[config.mk]
export PLATFORM = sky130hd
export DESIGN_NAME = game_flow_ctrl
export DESIGN_NICKNAME = d
export VERILOG_FILES = /design/src/rtl/game_flow_ctrl.sv
export SDC_FILE = /design/constraint.sdc
export NUM_CORES = 1
export LEC_CHECK = 0
export ABC_AREA = 1
export CAP_MARGIN = 20
export CORE_ASPECT_RATIO = 0.75
export CORE_MARGIN = 1
export CORE_UTILIZATION = 50
export DETAILED_ROUTE_END_ITERATION = 6
export PLACE_DENSITY = 0.87
export SLEW_MARGIN = 40
export SYNTH_ARGS = -nofsm -noshare
export SYNTH_HDL_FRONTEND = slang
export SYNTH_SLANG_ARGS = --single-unit
[constraint.sdc]
create_clock -name Clk -period 2.44 [get_ports Clk]
set_clock_uncertainty 0.1 [all_clocks]
set_input_delay 0.488 -clock Clk [delete_from_list [all_inputs] [get_ports Clk]]
set_output_delay 0.488 -clock Clk [all_outputs]
set_load 0.03 [all_outputs]
[src/rtl/game_flow_ctrl.sv]
// Game phase sequencer for the Flappy Bird datapath: title/countdown/play/dying/over
// phase control, motion-block gating, pipe-pass scoring and session high score.
module game_flow_ctrl #(
    parameter logic [9:0]  BIRD_X       = 10'd160,
    parameter logic [9:0]  PIPE_W       = 10'd40,
    parameter logic [9:0]  GROUND_Y     = 10'd440,
    parameter int unsigned READY_FRAMES = 60,
    parameter int unsigned DYING_MAX    = 120,
    parameter int unsigned OVER_FRAMES  = 90
) (
    input  logic       Clk,
    input  logic       Reset_n,
    input  logic       frame_tick,
    input  logic       start_key,
    input  logic       collision,
    input  logic [9:0] bird_y,
    input  logic [9:0] pipe_x,
    output logic [2:0] state,
    output logic       physics_en,
    output logic       pipe_en,
    output logic       score_inc,
    output logic [7:0] score,
    output logic [7:0] high_score,
    output logic       title_on,
    output logic       over_on
);

    localparam logic [2:0] ST_IDLE  = 3'd0;
    localparam logic [2:0] ST_READY = 3'd1;
    localparam logic [2:0] ST_PLAY  = 3'd2;
    localparam logic [2:0] ST_DYING = 3'd3;
    localparam logic [2:0] ST_OVER  = 3'd4;

    localparam logic [7:0] READY_LIM = 8'(READY_FRAMES);
    localparam logic [7:0] DYING_LIM = 8'(DYING_MAX);
    localparam logic [7:0] OVER_LIM  = 8'(OVER_FRAMES);

    logic [2:0] state_r;
    logic [2:0] state_nxt_s;
    logic       key_q_r;
    logic       key_rise_s;
    logic [7:0] cnt_r;
    logic [7:0] cnt_inc_s;
    logic       armed_r;
    logic       armed_nxt_s;
    logic [7:0] score_r;
    logic [7:0] score_nxt_s;
    logic [7:0] high_score_r;
    logic [7:0] high_nxt_s;
    logic       score_hit_s;
    logic       passed_s;
    logic       score_inc_r;
    logic       physics_en_r;
    logic       pipe_en_r;
    logic       title_on_r;
    logic       over_on_r;
    logic       physics_nxt_s;
    logic       pipe_nxt_s;
    logic       title_nxt_s;
    logic       over_nxt_s;

    assign key_rise_s = start_key & ~key_q_r;
    // Counter saturates so a long stay in OVER never wraps below the key threshold.
    assign cnt_inc_s  = (cnt_r == 8'hFF) ? cnt_r : cnt_r + 8'd1;
    assign passed_s   = (({1'b0, pipe_x} + {1'b0, PIPE_W}) < {1'b0, BIRD_X});

    // Next-state, scoring and high-score decision logic.
    always_comb begin
        state_nxt_s = state_r;
        armed_nxt_s = armed_r;
        score_nxt_s = score_r;
        high_nxt_s  = high_score_r;
        score_hit_s = 1'b0;
        case (state_r)
            ST_IDLE: begin
                if (key_rise_s) begin
                    state_nxt_s = ST_READY;
                    score_nxt_s = 8'd0;
                    armed_nxt_s = 1'b0;
                end else begin
                    state_nxt_s = ST_IDLE;
                end
            end
            ST_READY: begin
                if (frame_tick && (cnt_inc_s == READY_LIM)) begin
                    state_nxt_s = ST_PLAY;
                end else begin
                    state_nxt_s = ST_READY;
                end
            end
            ST_PLAY: begin
                // Collision takes priority over a coincident scoring tick.
                if (collision) begin
                    state_nxt_s = ST_DYING;
                end else if (frame_tick) begin
                    if (!passed_s) begin
                        armed_nxt_s = 1'b1;
                    end else if (armed_r) begin
                        score_hit_s = 1'b1;
                        score_nxt_s = (score_r == 8'hFF) ? score_r : score_r + 8'd1;
                        armed_nxt_s = 1'b0;
                    end else begin
                        armed_nxt_s = armed_r;
                    end
                end else begin
                    state_nxt_s = ST_PLAY;
                end
            end
            ST_DYING: begin
                if (frame_tick && ((bird_y >= GROUND_Y) || (cnt_inc_s == DYING_LIM))) begin
                    state_nxt_s = ST_OVER;
                    high_nxt_s  = (score_r > high_score_r) ? score_r : high_score_r;
                end else begin
                    state_nxt_s = ST_DYING;
                end
            end
            ST_OVER: begin
                if (key_rise_s && (cnt_r >= OVER_LIM)) begin
                    state_nxt_s = ST_IDLE;
                end else begin
                    state_nxt_s = ST_OVER;
                end
            end
            default: begin
                state_nxt_s = ST_IDLE;
            end
        endcase
    end

    // Moore output decode from the upcoming state so the flags register with it.
    always_comb begin
        physics_nxt_s = 1'b0;
        pipe_nxt_s    = 1'b0;
        title_nxt_s   = 1'b0;
        over_nxt_s    = 1'b0;
        case (state_nxt_s)
            ST_IDLE:  title_nxt_s = 1'b1;
            ST_READY: physics_nxt_s = 1'b0;
            ST_PLAY: begin
                physics_nxt_s = 1'b1;
                pipe_nxt_s    = 1'b1;
            end
            ST_DYING: physics_nxt_s = 1'b1;
            ST_OVER:  over_nxt_s = 1'b1;
            default:  title_nxt_s = 1'b0;
        endcase
    end

    // State, counter, scoring and registered output flags.
    always_ff @(posedge Clk or negedge Reset_n) begin
        if (!Reset_n) begin
            state_r      <= ST_IDLE;
            key_q_r      <= 1'b0;
            cnt_r        <= 8'd0;
            armed_r      <= 1'b0;
            score_r      <= 8'd0;
            high_score_r <= 8'd0;
            score_inc_r  <= 1'b0;
            physics_en_r <= 1'b0;
            pipe_en_r    <= 1'b0;
            title_on_r   <= 1'b1;
            over_on_r    <= 1'b0;
        end else begin
            state_r      <= state_nxt_s;
            key_q_r      <= start_key;
            armed_r      <= armed_nxt_s;
            score_r      <= score_nxt_s;
            high_score_r <= high_nxt_s;
            score_inc_r  <= score_hit_s;
            physics_en_r <= physics_nxt_s;
            pipe_en_r    <= pipe_nxt_s;
            title_on_r   <= title_nxt_s;
            over_on_r    <= over_nxt_s;
            if (state_nxt_s != state_r) begin
                cnt_r <= 8'd0;
            end else if (frame_tick) begin
                cnt_r <= cnt_inc_s;
            end else begin
                cnt_r <= cnt_r;
            end
        end
    end

    assign state      = state_r;
    assign physics_en = physics_en_r;
    assign pipe_en    = pipe_en_r;
    assign score_inc  = score_inc_r;
    assign score      = score_r;
    assign high_score = high_score_r;
    assign title_on   = title_on_r;
    assign over_on    = over_on_r;

endmodule

Word-level counts from Yosys, hierarchy flattened
Cells that the tools add are included.
{"block": "op_classes", "addsub": 3, "order_cmp": 4, "eq_ne": 18, "n_mux": 31, "bitwise": 2, "reduce_logical": 12}
{"cell": "8-bit 2-to-1 mux", "count": 9}
{"cell": "8-bit by 1-bit adder with 8-bit output (second input constant)", "count": 2}
{"cell": "8-bit == test (second input constant)", "count": 2}
{"cell": "8-bit one-hot mux with 2 select lines", "count": 1}
{"cell": "3-bit one-hot mux with 5 select lines", "count": 1}
{"cell": "1-bit 2-to-1 mux", "count": 14}
{"cell": "3-bit by 2-bit == test with 1-bit output (second input constant)", "count": 4}
{"cell": "3-bit 2-to-1 mux", "count": 4}
{"cell": "2-bit != test (second input constant)", "count": 6}
{"cell": "10-bit by 6-bit adder with 11-bit output (second input constant)", "count": 1}
{"cell": "11-bit by 8-bit less-than comparator with 1-bit output (second input constant)", "count": 1}
{"cell": "10-bit by 9-bit >= comparator with 1-bit output (second input constant)", "count": 1}
{"cell": "8-bit by 6-bit == test with 1-bit output (second input constant)", "count": 1}
{"cell": "8-bit by 7-bit == test with 1-bit output (second input constant)", "count": 1}
{"cell": "8-bit by 7-bit >= comparator with 1-bit output (second input constant)", "count": 1}
{"cell": "8-bit greater-than comparator", "count": 1}
{"cell": "7-bit AND reduction", "count": 1}
{"cell": "3-bit == test (second input constant)", "count": 2}
{"cell": "3-bit logical NOT", "count": 2}
{"cell": "4-bit AND reduction", "count": 1}
{"cell": "2-bit nonzero test", "count": 2}
{"cell": "3-bit by 1-bit == test with 1-bit output (second input constant)", "count": 1}
{"cell": "1-bit logical AND", "count": 3}
{"cell": "3-bit != test", "count": 1}
{"cell": "other kinds (7)", "count": 7}
{"block": "word_totals", "regBits": 34, "inputBits": 25, "output_inout_bits": 24}

Logic depth before layout (Yosys ltp)
Gate-level depths: netlist of run 1.
{"block": "depth", "word_depth": 10, "ltp_mapped": 15}

Least setup slack after synthesis of run 1
OpenSTA, ideal clock, no wires.
{"block": "synth_path", "path_type": "reg-to-reg", "startpoint": "register score_r[3], in the netlist score[3]", "endpoint": "register high_score_r[0], in the netlist high_score[0]", "setup_time_ps": 118, "t_arrival_ps": 1859, "t_required_ps": 2222, "setup_slack_ps": 363, "path_stages_with_launch": 10, "path_buffers": 0, "synth_period_minus_slack_ps": 2077, "cell_sequence": "dfrtp_1 -> ha_1 -> nand2_1 -> o21ai_0 -> a21oi_1 -> nand3b_1 -> a31oi_2 -> nand2_4 -> nand2_1 -> nand2_1"}
{"block": "synth_via", "elab_chain_cells": 2}
{"item": "start, declared", "line": "46", "source": "logic [7:0] score_r;"}
{"item": "start signal, assigned", "line": "167", "source": "score_r <= score_nxt_s;"}
{"item": "8-bit greater-than comparator", "line": "112", "source": "high_nxt_s = (score_r > high_score_r) ? score_r : high_score_r;"}
{"item": "3-bit AND reduction (no line)"}
{"item": "end signal, assigned", "line": "168", "source": "high_score_r <= high_nxt_s;"}
{"item": "end, declared", "line": "48", "source": "logic [7:0] high_score_r;"}
No other way between the ends.
A chain may end at the register's enable or synchronous reset.

Worst setup path after layout of run 1
{"block": "layout_path", "startpoint": "register cnt_r[0]", "endpoint": "register cnt_r[2]"}
{"block": "layout_via", "elab_chain_cells": 9}
{"item": "start, declared", "line": "42", "source": "logic [7:0] cnt_r;"}
{"item": "start signal, assigned", "line": "177", "source": "cnt_r <= cnt_inc_s;"}
{"item": "start signal, assigned", "line": "179", "source": "cnt_r <= cnt_r;"}
{"item": "8-bit by 1-bit adder with 8-bit output or 8-bit == test (tied branches)", "line": "64", "source": "assign cnt_inc_s = (cnt_r == 8'hFF) ? cnt_r : cnt_r + 8'd1;"}
{"item": "8-bit 2-to-1 mux", "line": "64"}
{"item": "8-bit by 7-bit == test with 1-bit output", "line": "110", "source": "if (frame_tick && ((bird_y >= GROUND_Y) || (cnt_inc_s == DYING_LIM))) begin"}
{"item": "1-bit logical OR", "line": "110"}
{"item": "1-bit logical AND", "line": "110"}
{"item": "3-bit 2-to-1 mux", "line": "110"}
{"item": "3-bit one-hot mux with 5 select lines", "line": "74", "source": "case (state_r)"}
{"item": "3-bit != test", "line": "174", "source": "if (state_nxt_s != state_r) begin"}
{"item": "8-bit 2-to-1 mux or 2-bit nonzero test (tied branches)"}
Several ways; a longest one is shown, not always the timed one. The select of a mux whose other input is x is not followed.

==> implementation parameters, run 1 <==
Parameter                              Value

STA
  Final hold violation count ... 0
  Final critical path time including I/O delays and setup ... 2.26 ns
  Peak Freq ... 442 MHz
  RSZ-0062 raised after global routing ... no
  Final count of pins violating max slew ... 0
  Headroom to the max-slew limit ... 65.1%
  Final clock period utilization by the worst path ... 92.8%
  Number of setup violations in the final report ... 0
  Final total negative setup slack ... 0 ns
  Measured slew at the worst slew-check pin ... 0.521 ns

Setup path
  Crit end category ... register
  Critical path data required time ... ~2.5 ns
  Peak fanout along the critical path ... 10
  Data arrival time of the critical path ... 2.34 ns
  Count of buffering cells on the critical path with inverters included ... 1
  Worst setup slack for register-to-register paths ... roughly 0.18 ns
  Kind of critical path ... reg2reg
  Register-to-Register Path Depth ... 13
  Max stage delay cell, worst path ... sky130_fd_sc_hd__dfrtp_1
  Worst flop-to-flop path startpoint ... cnt_r[0]
  Kind of start point of the critical path ... register
  Critical path, cell by cell ... ha_1, nand3_2, inv_2, nand2_4, nand2_1, nand2_2, nand3_1, nor2_1, nand2_2, a21oi_4, nand3_2, nand3_4, nor2_2
  Family of cells with the greatest summed delay on the critical path ... simple AND/OR/NAND/NOR gates
  Terminus of the critical flop-to-flop path ... cnt_r[2]
  Critical path's largest stage delay ... 0.45 ns

Power and ir drop
  Maximum resistive drop on vdd ... approximately 0.47 mV
  Static Leak ... about 1.4 nW
  Power per cell area ... 961 nW/um^2

Clock tree
  Total number of H-tree levels ... 2
  Bufs on Longest Clock Path ... 2
  TritonCTS clock tree ... yes
  TritonCTS Buffers ... 5
  Number of clock sinks seen by CTS ... 34
  Insertion delay to the later sink of the worst-skew pair ... about 0.29 ns
  Clock transition at path regs ... roughly 0.070 ns
  Root buf cell ... sky130_fd_sc_hd__clkbuf_8
  Post_cts resized ... 0
  Post-CTS Hold Buffers ... 0
  Post-CTS Setup Repair Bufs ... 0

Worst hold path
  WHS Path Cells ... 2
  Worst min path class ... reg2reg
  Hold Path Sink ... high_score[7]
  Hold Startpoint ... high_score[7]

Logic synthesis
  Total standard cell area after synthesis ... ~2200 sq um
  Number of nets in the synthesized netlist ... between 300 and 400
  Cell count after synthesis ... between 200 and 300
  Number of distinct library cell variants in the gate-level netlist after synthesis ... 38
  Sequential cell area fraction in the yosys report ... between 30% and 40%
  Biggest area consumer among synthesized cells ... sky130_fd_sc_hd__dfrtp_1
  Total number of yosys warnings ... 0
  Avg Synthesized Cell Area ... roughly 7.9 sq um
  Largest cells by area after synthesis ... sky130_fd_sc_hd__dfrtp_1, sky130_fd_sc_hd__nand2_1, sky130_fd_sc_hd__ha_1, sky130_fd_sc_hd__inv_1, sky130_fd_sc_hd__nand3_1
  Proportion of netlist area held by the largest area contributor ... 37.9%
  Post-synthesis sequential element count ... 34

Die
  # rows ... 20
  Horizontal die dimension ... roughly 78 um
  I/O pin count ... 49
  Core area ... about 4000 sq um
  Y dimension of the die ... ~60 um
  Initial Utilization ... a little over half
  Die footprint ... about 4600 sq um

Routing
  Routed wire per std cell ... about 13 um
  Via-to-Cell Ratio ... between 5 and 6
  Violation count after the first detailed-routing iteration ... 126
  Total wire length after detailed routing ... 5030 um
  Pre-Repair DR Iteration Count ... 4
  DRC errors left ... 0
  Antenna viol nets, final ... 0
  Vias ... 1,985

Placed design
  HPWL after detailed placement ... between 3000 and 4000 um
  Buffers added on ports ... between 40 and 50
  RePlAce Congestion ... 0.906

Layout
  P&R area growth vs syn ... 29.1%
  Post-layout utilization of the core ... between 60% and 70%
  Number of filler cells placed in the layout ... 319
  Final antenna diode count ... 0
  Layout Nets ... 364
  Share of post-route cells with drive strength above 1 ... between 15 and 20%

Flow run
  Number of max-cap violations ... 0

Outcome
  Outcome ... finished clean

Global route
  Via count of the first global-routing pass ... between 1,500 and 2,000
  Pin count of the biggest net entering global routing ... 35
  Global-route total usage across every layer ... around a quarter
  Aggregate global routing overflow ... 0
  First-pass GRT wire length ... approximately 8500 um
  Number of antenna violations at the first check in global routing ... 0
[registers in the layout, summed over array words and instances (netlist names)]
signal and count:
pipe_en 1, physics_en 1, score_inc 1, over_on 1
title_on 1, score 8, high_score 8, key_q_r 1
state 3, cnt_r 8, armed_r 1
[cells by family (layout without fill, tap and decap cells)]
| group | Yosys count | count (layout) | synth area share (%) |
|---|---|---|---|
| fa+ha+maj | 11 | 11 | 6.32 |
| compound gates | 31 | 31 | 8.96 |
| flops | 34 | 34 | 39.1 |
| simple gates | 152 | 152 | 35.9 |
| buf+inv | 41 | 95 | 7.29 |
| xor+xnor | 6 | 6 | 2.41 |
[worst max-delay path by stage]
stage | start | to | slack (ns) | cells after the start
CTS | cnt_r[0] | cnt_r[2] | 0.18 | 13
global placement | pipe_x[3] | score[5] | 0.14 | 12
finish | cnt_r[0] | cnt_r[2] | 0.18 | 13
global route | state[2] | score[5] | 0.02 | 10
floorplan | score[3] | high_score[0] | 0.36 | 9
detailed placement | pipe_x[8] | score[4] | 0.05 | 8
[stage by stage]
step	std cells	cell area, sq um	total power, mW	worst slack [ns]	hold WS, ns
finish	384	2810	2.70	0.176	0.399
global route	384	2810	2.88	0.0167	0.414
CTS	384	2810	2.70	0.184	0.397
detailed placement	376	2700	2.21	0.0538	0.381
global placement	376	2700	2.15	0.140	0.381
floorplan	275	2180	1.78	0.363	0.0924
[cell usage in the layout (no fill, tap or decap), types with 2 or more instances in the layout]
cell type                         count
sky130_fd_sc_hd__a21oi_1              7
sky130_fd_sc_hd__buf_4                5
sky130_fd_sc_hd__clkbuf_8             8
sky130_fd_sc_hd__clkdlybuf4s50_1     42
sky130_fd_sc_hd__dfrtp_1             33
sky130_fd_sc_hd__ha_1                11
sky130_fd_sc_hd__inv_1               34
sky130_fd_sc_hd__inv_2                5
sky130_fd_sc_hd__nand2_1             64
sky130_fd_sc_hd__nand2_2             11
sky130_fd_sc_hd__nand2_4              2
sky130_fd_sc_hd__nand3_1             25
sky130_fd_sc_hd__nand3_2              6
sky130_fd_sc_hd__nand4_1              2
sky130_fd_sc_hd__nor2_1              17
sky130_fd_sc_hd__nor2_2              11
sky130_fd_sc_hd__nor3_1               5
sky130_fd_sc_hd__nor3_2               2
sky130_fd_sc_hd__o21ai_0             12
sky130_fd_sc_hd__o21ai_1              2
sky130_fd_sc_hd__o31ai_1              2
sky130_fd_sc_hd__xnor2_1              3
sky130_fd_sc_hd__xor2_1               3
[report_power, final]
part | total, mW | internal [mW] | switching [mW]
logic | 1.34 | 0.526 | 0.815
clock network | 0.489 | 0.285 | 0.204
registers | 0.872 | 0.705 | 0.168
[cells in the mapped netlist (all sizes together)]
| library cell | n |
|---|---|
| xnor2 | 3 |
| nor4 | 1 |
| o31ai | 2 |
| nand3 | 32 |
| nor3b | 1 |
| nand3b | 1 |
| inv | 39 |
| clkbuf | 1 |
| ha | 11 |
| o21ai | 15 |
| o211ai | 1 |
| a21oi | 8 |
| a31o | 1 |
| and2 | 1 |
| nor2 | 29 |
| dfstp | 1 |
| nand2 | 77 |
| nor3 | 8 |
| a31oi | 2 |
| clkinv | 1 |
| a21boi | 1 |
| nand4 | 2 |
| xor2 | 3 |
| o21bai | 1 |
| dfrtp | 33 |
[layout make-up]
type                       count  area [sq um]  share of cell area (%)
clock buffer                   8           110                    3.92
multi-input combinational    200          1170                    41.5
inverter                      40           155                    5.52
tap                           55          68.8                    2.45
timing repair buffer          47           458                    16.3
sequential                    34           852                    30.3
[worst reg2reg max path: stages (launching register included)]
cell                      delay [ns]
sky130_fd_sc_hd__dfrtp_1        0.45
sky130_fd_sc_hd__ha_1           0.27
sky130_fd_sc_hd__nand3_2        0.14
sky130_fd_sc_hd__inv_2          0.08
sky130_fd_sc_hd__nand2_4        0.12
sky130_fd_sc_hd__nand2_1        0.08
sky130_fd_sc_hd__nand2_2        0.09
sky130_fd_sc_hd__nand3_1        0.11
sky130_fd_sc_hd__nor2_1         0.16
sky130_fd_sc_hd__nand2_2        0.08
sky130_fd_sc_hd__a21oi_4        0.14
sky130_fd_sc_hd__nand3_2        0.10
sky130_fd_sc_hd__nand3_4        0.18
sky130_fd_sc_hd__nor2_2         0.06
[routing by layer]
layer | vias to the layer above | global-route usage (%) | wire length [um]
met5 | - | 0 | 0
met4 | 0 | 6.35 | 25
met3 | 4 | 4.15 | 154
met2 | 45 | 38.8 | 2330
met1 | 945 | 34.6 | 2530
li1 | 991 | - | -
(Power assumes the default switching activity.)
==> inputs of run 2 (changes only) <==
--- a/config.mk
+++ b/config.mk
@@ -9,9 +9,9 @@
 export CAP_MARGIN = 20
 export CORE_ASPECT_RATIO = 0.75
 export CORE_MARGIN = 1
-export CORE_UTILIZATION = 50
+export CORE_UTILIZATION = 54
 export DETAILED_ROUTE_END_ITERATION = 6
-export PLACE_DENSITY = 0.87
+export PLACE_DENSITY = 0.93
 export SLEW_MARGIN = 40
 export SYNTH_ARGS = -nofsm -noshare
 export SYNTH_HDL_FRONTEND = slang
==> constraint.sdc (replaced) <==
create_clock -name Clk -period 2.9 [get_ports Clk]
set_clock_uncertainty 0.1 [all_clocks]
set_input_delay 0.58 -clock Clk [delete_from_list [all_inputs] [get_ports Clk]]
set_output_delay 0.58 -clock Clk [all_outputs]
set_load 0.03 [all_outputs]
==> run 2 against run 1 <==
Compared with the run above: clock power fell by 25%; largest cell class unchanged; global-route usage rose by 3.0 points; sequential power fell by 15%; critical endpoint is now high_score[3]; critical path type unchanged; design area fell by 1.5%; sequential cell count did not move; combinational power fell by 18%; power fell by 18%; sequential share of layout area rose by 0.45 points; worst hold slack improved by 0.0061 ns; final cell count fell by 1.6%; fmax fell by 2.5%.
==> implementation parameters, run 2 (synthesis gave the netlist of run 1 again) <==
Parameter                              Value

Outcome
  Outcome ... finished clean

Global route
  Pin count of the biggest net entering global routing ... 35 (unchanged)
  Via count of the first global-routing pass ... 1,857 (-1.8%)
  First-pass GRT wire length ... 8650 um (+1.4%)
  Number of antenna violations at the first check in global routing ... 0 (unchanged)
  Global-route total usage across every layer ... 27.4% (+3.0 points)
  Aggregate global routing overflow ... 0 (unchanged)

Clock tree
  Total number of H-tree levels ... 2 (unchanged)
  TritonCTS Buffers ... 5 (unchanged)
  Post_cts resized ... 0 (unchanged)
  Post-CTS Setup Repair Bufs ... 0 (unchanged)
  Bufs on Longest Clock Path ... 2 (unchanged)
  Root buf cell ... sky130_fd_sc_hd__clkbuf_8
  TritonCTS clock tree ... yes
  Clock transition at path regs ... 0.07 ns (about the same)
  Insertion delay to the later sink of the worst-skew pair ... 0.29 ns (about the same)
  Post-CTS Hold Buffers ... 0 (unchanged)
  Number of clock sinks seen by CTS ... 34 (unchanged)

Die
  I/O pin count ... 49 (unchanged)
  Initial Utilization ... 58.0% (+4.9 points)
  Y dimension of the die ... 57.0 um (-3.6%)
  # rows ... 19 (-5.0%)
  Horizontal die dimension ... 75.3 um (-3.7%)
  Core area ... 3760 sq um (-8.5%)
  Die footprint ... 4290 sq um (-7.2%)

Setup path
  Crit end category ... register
  Worst setup slack for register-to-register paths ... 0.58 ns (+0.40 ns)
  Data arrival time of the critical path ... 2.41 ns (+0.07 ns)
  Register-to-Register Path Depth ... 9 (-4)
  Kind of critical path ... reg2reg
  Peak fanout along the critical path ... 9 (-1)
  Critical path data required time ... 2.99 ns (+0.47 ns)
  Worst flop-to-flop path startpoint ... score[3]
  Kind of start point of the critical path ... register
  End of the critical path ... high_score[3]
  CP Launch Point ... score[3]
  Terminus of the critical flop-to-flop path ... high_score[3]

Placed design
  HPWL after detailed placement ... 3880 um (-1.8%)
  RePlAce Congestion ... 0.956 (+5.5%)
  Pre-CTS setup slack ... 0.340 ns (+0.286 ns)
  Buffers added on ports ... 42 (unchanged)

Layout
  Number of filler cells placed in the layout ... 278 (-13%)
  Layout Nets ... 361 (-0.82%)
  Multi-input combinational cell area ... 1170 sq um (unchanged)
  Share of post-route cells with drive strength above 1 ... 17.5% (-0.75 points)
  Top library cells by usage in the layout, fill and taps aside ... sky130_fd_sc_hd__nand2_1, sky130_fd_sc_hd__clkdlybuf4s50_1, sky130_fd_sc_hd__inv_1
  P&R area growth vs syn ... 27.2%
  Most frequent standard cell in the layout excluding fill and tap cells ... sky130_fd_sc_hd__nand2_1
  Register area ... 852 sq um (unchanged)
  Final antenna diode count ... 0 (unchanged)

Routing
  Routed wire per std cell ... 13.7 um (+4.2%)
  Via-to-Cell Ratio ... 5.34 (+3.3%)
  Total wire length after detailed routing ... 5160 um (+2.6%)
  Vias ... 2,018 (+1.7%)
  Pre-Repair DR Iteration Count ... 4 (unchanged)
  Violation count after the first detailed-routing iteration ... 212 (+68%)
  DRC errors left ... 0 (unchanged)
  Antenna viol nets, final ... 0 (unchanged)

STA
  Final count of pins violating max slew ... 0 (unchanged)
  Final clock period utilization by the worst path ... 80.1% (-13 points)
  RSZ-0062 raised after global routing ... no
  Final hold violation count ... 0 (unchanged)
  Final critical path time including I/O delays and setup ... 2.32 ns (+0.0590 ns)
  Number of setup violations in the final report ... 0 (unchanged)
  Measured slew at the worst slew-check pin ... 0.563 ns (+0.0426 ns)
  Hold_ws ... 0.405 ns (+0.00613 ns)
  Headroom to the max-slew limit ... 62.3% (-2.8 points)
  Final total negative setup slack ... 0 ns (unchanged)
  Final setup slack of the worst path ... 0.577 ns (+0.401 ns)
  Peak Freq ... 431 MHz (-2.5%)

Worst hold path
  Worst min path class ... reg2reg

Power and ir drop
  Power per cell area ... 797 nW/um^2 (-17%)
  Static Leak ... 1.35 nW (-1.8%)
  Maximum resistive drop on vdd ... 0.510 mV (+8.6%)

Flow run
  Number of max-cap violations ... 0 (unchanged)
-- run 2: layout make-up --
class	instances	area share, %
multi-input cells	200	42.1
repair buffers	44	15.7
clock inverters	2	0.452
inverters	40	5.60
flip-flops and latches	34	30.8
well taps	52	2.35
clock buffers	6	2.98
-- run 2: per-stage QoR --
step | cell area (sq um) | instances | power [mW] | util, %
floorplan | 2180 | 275 | 1.49 | -
CTS | 2770 | 378 | 2.20 | 73.8
finish | 2770 | 378 | 2.21 | 73.8
global route | 2770 | 378 | 2.37 | 73.8
global placement | 2680 | 370 | 1.77 | 71.2
detailed placement | 2680 | 370 | 1.82 | 71.2
-- run 2: worst max-delay path, cell delays in order, from the launching register on --
cell	delay, ns
sky130_fd_sc_hd__dfrtp_1	0.46
sky130_fd_sc_hd__ha_1	0.35
sky130_fd_sc_hd__nand2_1	0.07
sky130_fd_sc_hd__o21ai_0	0.20
sky130_fd_sc_hd__a21oi_1	0.08
sky130_fd_sc_hd__nand3b_1	0.17
sky130_fd_sc_hd__a31oi_2	0.45
sky130_fd_sc_hd__nand2_4	0.16
sky130_fd_sc_hd__nand2_1	0.11
sky130_fd_sc_hd__nand2_1	0.05
-- run 2: how the worst min path moves through the flow --
| stage | start | to | slack, ns | cells after the start |
|---|---|---|---|---|
| after floorplan | Reset_n | armed_r | 0.18 | 0 |
| after global placement | high_score[3] | high_score[3] | 0.38 | 2 |
| after detailed placement | high_score[2] | high_score[2] | 0.39 | 2 |
| after CTS | high_score[2] | high_score[2] | 0.40 | 2 |
| after global routing | high_score[7] | high_score[7] | 0.44 | 2 |
| final | high_score[2] | high_score[2] | 0.40 | 2 |
-- run 2: report_power, final --
part	switching [mW]	internal [mW]	total (mW)	leakage, nW
sequential	0.146	0.593	0.739	0.445
combinational	0.687	0.415	1.10	0.860
clock	0.176	0.191	0.366	0.0472
-- run 2: routing by layer --
| layer | vias to the layer above | part of all wire (%) | global-route usage [%] |
|---|---|---|---|
| met3 | 12 | 5.6 | 5.30 |
| met5 | - | 0 | 0 |
| met1 | 946 | 46 | 39.1 |
| met2 | 68 | 46 | 40.8 |
| li1 | 992 | - | - |
| met4 | 0 | 1.9 | 11.1 |
==> RTL change (config.mk and constraints of run 1) <==
The parameter `GROUND_Y` goes from 10'd440 to 10'd330.
--- a/src/rtl/game_flow_ctrl.sv
+++ b/src/rtl/game_flow_ctrl.sv
@@ -5,3 +5,3 @@
     parameter logic [9:0]  PIPE_W       = 10'd40,
-    parameter logic [9:0]  GROUND_Y     = 10'd440,
+    parameter logic [9:0]  GROUND_Y     = 10'd330,
     parameter int unsigned READY_FRAMES = 60,
Behaviour: same outputs for any inputs over 10 cycles, from zero or initial values and one cycle with Reset_n low; that may be too few to reach the edited logic, so the function may still have changed.
==> RTL change against run 1 <==
- highest routed layer unchanged
- setup slack improved by 0.019 ns
- count of clock-buffer cells in the layout fell by 1
- final area rose by 0.22%
- total power fell by 17%
- wire length fell by 0.38%
- synthesized area rose by 1.0%
- sequential cell count did not move
- die area rose by 1.0%
==> RTL change: results (changes against run 1) <==
CTS root buffer: clkbuf_8
worst hold endpoint: high_score[5]$_DFFE_PN0P_
Reg clk slew, reported paths: 0.07 ns (about the same)
vias per cell: 5.22 (+0.91%)
top cells by count, synth: nand2_1 (55), inv_1 (36), dfrtp_1 (33), nor2_1 (24)
routability congestion estimate: 0.921 (+1.7%)
htree depth: 2 (unchanged)
cts bufs inserted: 5 (unchanged)
P_leak: 1.34 nW (-2.4%)
via count: 2024 (+2.0%)
Port Buffers: 44 (+4.8%)
post-DP HPWL: 3920 um (-0.75%)
worst r2r src: cnt_r[1]$_DFFE_PN0P_
drt total wl: 5020 um (-0.38%)
status: complete, no violations
pre-CTS setup slack: 0.117 ns (+0.0631 ns)
largest net degree at the start of global routing: 35 (unchanged)
layout cells sized above 1: 18.6% (+0.38 points)
ANT cells: 0 (unchanged)
antenna violations before repair: 0 (unchanged)
Syn Nets: 315 (+1.3%)
router iterations before antenna repair: 4 (unchanged)
worst-path maximum fanout: 16 (+6)
worst hold start: high_score[5]$_DFFE_PN0P_
first-pass GRT wire length: 8370 um (-1.9%)
Ys Warns: 0 (unchanged)
CTS Buffer Depth: 2 (unchanged)
Setup Viol. Count Final: 0 (unchanged)
worst hold path class: reg -> reg
DRC marker count from the first detailed-route iteration: 116 (-7.9%)
Post-CTS Setup Bufs: 0 (unchanged)
WHS Path Cells: 2 (unchanged)
Worst R2R Path Depth: 15 (+2)
Fin Hold WS: 0.411 ns (+0.0124 ns)
worst-margin pin slew: 0.429 ns (-0.0915 ns)
sequential area share after synthesis: 38.7% (-0.40 points)
maximum VDD drop: 408 uV (-13%)
Synth async-reset ratio: 100% (unchanged)
Fillers: 333 (+4.4%)
vias in the first global route: 1842 (-2.6%)
library cells used by synthesis: 35 (-7.9%)
Total GRT Usage: 23.7% (-0.61 points)
Cells after DPL: 380 (+1.1%)
Nets: 368 (+1.1%)
Mean Syn Cell Area: 7.89 um2 (-0.41%)
worst skew pair latency: 0.29 ns (about the same)
worst r2r dst: high_score[4]$_DFFE_PN0P_
hold_buf cts: 0 (unchanged)
arrival time worst endpoint: 2.32 ns (-0.02 ns)
top_reg_cell synth: dfrtp_1
top cells by area, synth: dfrtp_1 (38%), nand2_1 (9.4%), ha_1 (6.3%)
==> RTL change: final cells by class <==
class	instances	area share, %
clock buffers	7	3.06
clock inverters	1	0.178
inverters	43	5.73
multi-input cells	199	41.4
flip-flops and latches	34	30.2
well taps	55	2.44
repair buffers	49	17.0
==> RTL change: worst max-delay path: stages, from the launching register on <==
cell	delay (ns)
dfrtp_1	0.44
ha_1	0.25
nand3_2	0.10
inv_2	0.06
nand2_4	0.12
nand2_1	0.07
nand2_1	0.12
nand2_1	0.07
nor2_1	0.13
nand3_2	0.08
nand2_2	0.07
nand3_2	0.08
inv_2	0.10
nand2_4	0.14
nor2_1	0.15
a21oi_2	0.05
==> RTL change: kinds of logic after synthesis <==
| logic type | after synthesis | synth area share (%) |
|---|---|---|
| XOR/XNOR | 4 | 1.59 |
| AO/OA/AOI/OAI | 44 | 13.2 |
| AND/OR/NAND/NOR | 140 | 31.7 |
| flip-flops | 34 | 38.7 |
| adder cells (fa/ha/maj) | 11 | 6.25 |
| buffers and inverters | 46 | 8.53 |
==> RTL change: per-layer routing <==
metal,track usage (%),wire [um],up-vias
li1,-,-,1011
met1,32.7,2390,929
met2,36.0,2190,75
met3,5.38,343,9
met4,10.1,98,0
met5,0,0,-
==> RTL change: timing repair <==
action	4_1_cts	5_1_grt
setup endpoints to repair	0	16
hold endpoints to repair	0	0
resized for setup	0	2
==> RTL change: power by group <==
part | switching (mW) | internal, mW | leakage [nW] | total (mW)
Combinational | 0.615 | 0.377 | 0.861 | 0.992
Clock | 0.201 | 0.227 | 0.0482 | 0.428
Sequential | 0.140 | 0.681 | 0.436 | 0.821
Total | 0.955 | 1.29 | 1.34 | 2.24
==> RTL change: worst max-delay path by stage <==
stage	start	endpoint	slack (ns)	depth (start not counted)
CTS	cnt_r[1]$_DFFE_PN0P_	cnt_r[3]$_DFFE_PN0P_	0.1	15
detailed placement	cnt_r[1]$_DFFE_PN0P_	cnt_r[3]$_DFFE_PN0P_	0.12	15
floorplan	cnt_r[0]$_DFFE_PN0P_	high_score[6]$_DFFE_PN0P_	0.38	17
finish	cnt_r[1]$_DFFE_PN0P_	high_score[4]$_DFFE_PN0P_	0.20	15
global route	cnt_r[1]$_DFFE_PN0P_	cnt_r[2]$_DFFE_PN0P_	0.02	15
global placement	cnt_r[1]$_DFFE_PN0P_	cnt_r[3]$_DFFE_PN0P_	0.15	15
==> RTL change: through the flow <==
stage	total power, mW	instance area [um2]
after floorplan	1.50	2200
after global placement	1.77	2720
after detailed placement	1.81	2720
after CTS	2.24	2810
after global routing	2.41	2820
final	2.24	2820
